===== src/rtl/rega_ctrl.sv =====
// rega_ctrl: irrigation sequencer driving fill, burst and soak phases
// off an external 5-to-0 countdown counter.
module rega_ctrl #(
  parameter int FILL_MAX    = 16,
  parameter int MAX_RODADAS = 4
) (
  input  logic       Clk,
  input  logic       Rst,
  input  logic       Seco,
  input  logic       NivelBaixo,
  input  logic       Modo,
  input  logic       AckAlarme,
  input  logic [2:0] Cnt,
  output logic       CntRst,
  output logic       ValvEnt,
  output logic       Aspersor,
  output logic       Gotejo,
  output logic       Alarme,
  output logic [2:0] Estado
);

  typedef enum logic [2:0] {
    IDLE   = 3'd0,
    FILL   = 3'd1,
    REGA   = 3'd2,
    PAUSA  = 3'd3,
    ALARME = 3'd4
  } state_t;

  localparam logic [7:0] FILL_LAST = 8'(FILL_MAX - 1);
  localparam logic [3:0] RND_MAX   = 4'(MAX_RODADAS);

  state_t     state;
  state_t     state_n;
  logic       modo_q;
  logic       modo_n;
  logic [7:0] fill_q;
  logic [7:0] fill_n;
  logic [3:0] rnd_q;
  logic [3:0] rnd_n;
  logic       cnt_zero;

  assign cnt_zero = (Cnt == 3'd0);
  assign Estado   = state;

  // Reload on the edge a timed phase ends so the next one starts at 5.
  always_comb begin
    CntRst = 1'b1;
    if (state == REGA || state == PAUSA)
      CntRst = cnt_zero;
  end

  always_comb begin
    state_n = state;
    modo_n  = modo_q;
    fill_n  = fill_q;
    rnd_n   = rnd_q;
    case (state)
      IDLE: begin
        if (NivelBaixo) begin
          state_n = FILL;
          fill_n  = '0;
        end else if (Seco && rnd_q == RND_MAX) begin
          state_n = ALARME;
        end else if (Seco) begin
          state_n = REGA;
          modo_n  = Modo;
        end else begin
          rnd_n = '0;
        end
      end
      FILL: begin
        fill_n = fill_q + 8'd1;
        if (!NivelBaixo)
          state_n = IDLE;
        else if (fill_q == FILL_LAST)
          state_n = ALARME;
      end
      REGA: begin
        if (NivelBaixo) begin
          state_n = FILL;
          fill_n  = '0;
        end else if (cnt_zero) begin
          state_n = PAUSA;
        end
      end
      PAUSA: begin
        if (cnt_zero) begin
          state_n = IDLE;
          if (rnd_q != 4'hF)
            rnd_n = rnd_q + 4'd1;
        end
      end
      ALARME: begin
        if (AckAlarme) begin
          state_n = IDLE;
          rnd_n   = '0;
          fill_n  = '0;
        end
      end
      default: state_n = IDLE;
    endcase
  end

  // Outputs are decoded from the next state so they align with Estado.
  always_ff @(posedge Clk) begin
    if (Rst) begin
      state    <= IDLE;
      modo_q   <= 1'b0;
      fill_q   <= '0;
      rnd_q    <= '0;
      ValvEnt  <= 1'b0;
      Aspersor <= 1'b0;
      Gotejo   <= 1'b0;
      Alarme   <= 1'b0;
    end else begin
      state    <= state_n;
      modo_q   <= modo_n;
      fill_q   <= fill_n;
      rnd_q    <= rnd_n;
      ValvEnt  <= (state_n == FILL);
      Aspersor <= (state_n == REGA) &  modo_n;
      Gotejo   <= (state_n == REGA) & ~modo_n;
      Alarme   <= (state_n == ALARME);
    end
  end

endmodule


===== config.mk =====
export PLATFORM = sky130hd
export DESIGN_NAME = rega_ctrl
export DESIGN_NICKNAME = d
export VERILOG_FILES = /design/src/rtl/rega_ctrl.sv
export SDC_FILE = /design/constraint.sdc
export NUM_CORES = 1
export LEC_CHECK = 0
export CORE_MARGIN = 3
export CORE_UTILIZATION = 52
export DETAILED_ROUTE_END_ITERATION = 10
export PLACE_DENSITY = 0.8
export SETUP_SLACK_MARGIN = 0.3
export SLEW_MARGIN = 40
export SYNTH_ARGS = -nofsm -noshare
export SYNTH_HDL_FRONTEND = slang
export SYNTH_SLANG_ARGS = --single-unit

===== constraint.sdc =====
create_clock -name Clk -period 2.35 [get_ports Clk]
set_clock_uncertainty 0.05 [all_clocks]
set_input_delay 0.47 -clock Clk [delete_from_list [all_inputs] [get_ports Clk]]
set_output_delay 0.47 -clock Clk [all_outputs]
set_load 0.02 [all_outputs]

==> metrics.md, run 1 <==
| Metric | Value |
|---|---|
| Initial Util | `0.5871` |
| Reg area | `402.9 um2` |
| Fin crit period | `2.002 ns` |
| Max cap viols | `0` |
| Routed Antenna Nets | `0` |
| Drt via density | `5.828` |
| Row Count | `15` |
| Unrepaired setup endpoints after global routing | `no` |
| First-pass GRT wire length | `3946 um` |
| Synth area leaders | `dfxtp_1 (37%), a21oi_1 (5.1%), nor2_1 (3.8%)` |
| CTS Buf Count | `3` |
| Starting DRT DRC Count | `17` |
| Switching Fraction | `0.2579` |
| Multi-input gate area | `616.8 um2` |
| CTS HTree Levels | `1` |
| Layout area overhead | `22.71%` |
| Final Cell Area | `0.001325 mm2` |
| Post-route DRC | `0` |
| Classification of the worst setup path | `primary input to output pin` |
| PD cells | `497.8 mW/mm2` |
| Sequential share of the synthesized area | `0.3708` |
| Most common cell in the netlist | `dfxtp_1` |
| Nets | `157` |
| Hold crit path type | `flip-flop to flip-flop` |
| Die H | `51.57 um` |
| Buffers on Ports | `16` |
| Crit path DAT | `1.48 ns` |
| Vias in the first global route | `910` |
| Tcrit/Tclk final | `0.8519` |
| Slew Viols, Final | `0` |
| Worst skew pair latency | `0.31 ns` |
| Largest net degree at the start of global routing | `12` |
| Cell Int Power | `0.4895 mW` |
| CTS clk-pin slew, worst paths | `0.10 ns` |
| Top_reg_cell synth | `dfxtp_1` |
| Syn nets | `136` |
| Root Buffer | `clkbuf_4` |
| Crit-path max FO | `2` |
| Detailed-router iteration count before antenna repair | `4` |
| FFs w/ async S/R, synth | `0` |
| Netlist Area Pre-Place | `0.001080 mm2` |
| Total grt overflow | `0` |
| All-Layer GR Usage | `0.1943` |
| Post-DP HPWL | `1766 um` |
| Die Width | `51.57 um` |
| Number of synthesized register bits | `20` |
| Maximum root-to-sink buffer count | `2` |
| Core area | `0.001839 mm2` |
| Avg WL per Cell | `13.93 um` |
| Number of synthesized flops with an enable pin | `0` |
| Top cells by count, synth | `dfxtp_1 (20), a21oi_1 (11), nor2_1 (11), inv_1 (7), nand3_1 (7)` |
| Share of layout cells above drive strength 1 | `0.1319` |
| Sequential share of power | `0.543` |
| P_sw | `0.1701 mW` |
| WP data required | `1.83 ns` |
| Post-synth cell types | `43` |
| Placer's final routability congestion estimate | `0.8430` |
| Non-filler cells, final | `169` |
| Status | `completed` |
| CTS tree | `built` |
| Final Hold Vio Count | `0` |
| Slew @ Worst Pin | `0.4830 ns` |
| Setup crit start kind | `primary input` |
| Post-DP Area | `0.001280 mm2` |
| Yosys Warn Count | `0` |
| Post-Route WL | `2355 um` |
| Critical Path Sink Type | `output pin` |
| Mapped Cells | `124` |
| Diode count | `0` |
| Clock network fraction of total power | `0.308` |
| Initial antenna violation count | `0` |
| Max frequency | `0.4995 GHz` |
| Layout fillers | `168` |
| Placed Cells incl. Taps | `165` |
| Syn_area_per_cell | `8.708 um2` |
| Detailed-route via count | `985` |
| Die Area | `0.002659 mm2` |
| Peak VDD IR | `0.3965 mV` |
| Post-CTS Setup Inserts | `0` |
| Leading area contributor after synthesis | `dfxtp_1` |
| # clock sinks | `20` |
| CTS Hold Bufs | `0` |
| Share of the synthesized area in the top cell type | `0.3708` |
| Comb pwr share | `0.149` |
| Min setup slack post-route | `0.3480 ns` |
| Endpoints failing setup | `0` |
| Post-layout util | `0.7204` |
| Worst slack, placed | `-0.1933 ns` |
| # IOs | `17` |
| Slew margin rel. | `0.6763` |
| Leak Pwr | `0.5204 nW` |
[critical path, stage by stage]
cell and delay, ns:
clkdlybuf4s50_1 0.42, or3_4 0.34, nand3b_1 0.12, buf_6 0.13
[area by class of cell]
class                   instances  share of cell area
clock buffers                   4             0.02738
inverters                       7             0.01983
multi-input cells              91              0.4655
flip-flops and latches         20              0.3041
well taps                      25             0.02361
repair buffers                 22              0.1596
[stage by stage]
step / setup TNS (ns) / hold WS [ns] / total power [mW]
detailed placement: -0.2035 / 0.4395 / 0.4619
global route: 0 / 0.4943 / 0.6866
global placement: -0.1361 / 0.4225 / 0.4598
CTS: 0 / 0.4572 / 0.6642
finish: 0 / 0.4554 / 0.6596
floorplan: 0 / 0.4083 / 0.4223
[logic make-up (layout without fill, tap and decap cells)]
family	count (synthesis)	after routing	synth area share
buffers and inverters	13	33	0.05794
DFF	20	20	0.3708
xor gates and xnor gates	4	4	0.03244
adders and majority gates	3	3	0.03477
muxes	1	1	0.009270
and+or+nand+nor	51	51	0.2943
AOI/OAI and AO/OA	32	32	0.2005
[final timing paths]
path	cells past startpoint	from	endpoint	slack (ns)
setup reg to reg	5	Estado[2]$_SDFF_PP0_	ValvEnt$_SDFF_PP0_	0.64
hold reg to reg	2	fill_q[7]$_SDFFE_PP0P_	fill_q[7]$_SDFFE_PP0P_	0.46
setup / recovery	4	Cnt[2]	CntRst	0.35
hold / removal	2	fill_q[7]$_SDFFE_PP0P_	fill_q[7]$_SDFFE_PP0P_	0.46
[sequential cells by signal, indices dropped and copies added (netlist names)]
register,count
rnd_q,4
Aspersor,1
ValvEnt,1
fill_q,8
Alarme,1
Gotejo,1
modo_q,1
Estado,3
[power by group through the flow]
stage | Combinational (mW) | Sequential [mW] | Clock, mW
final | 0.0981 | 0.358 | 0.203
after floorplan | 0.0581 | 0.364 | 0
after detailed placement | 0.0966 | 0.365 | 0
after global routing | 0.107 | 0.360 | 0.220
after CTS | 0.0960 | 0.358 | 0.210
after global placement | 0.0945 | 0.365 | 0
[what timing repair did]
action / 4_1_cts / 5_1_grt
gates cloned: 0 / 0
endpoints found under the hold margin: 0 / 0
resized for setup: 6 / 4
setup endpoints to repair: 3 / 2
[per-layer routing]
metal  up-vias  routed length [um]  GRT usage
li1        502                   -          -
met1       454                1067     0.2321
met2        27                1138     0.3284
met3         2                 131    0.05731
met4         0                  18    0.06987
met5         -                   0          0
[layout by cell type (no fill, tap or decap), drive strengths merged, types with 7 or more instances in the layout]
master,count
inv,7
buf,7
dfxtp,20
clkdlybuf4s50,13
nand3,7
a21oi,11
nor2,11
Power figures use the tool's default switching activity.
==> run 2: changes to the inputs <==
CTS_CLUSTER_SIZE = 8   (was unset)
==> results of run 2 <==
The final DEF is identical to that of run 1; final timing and power are the same.
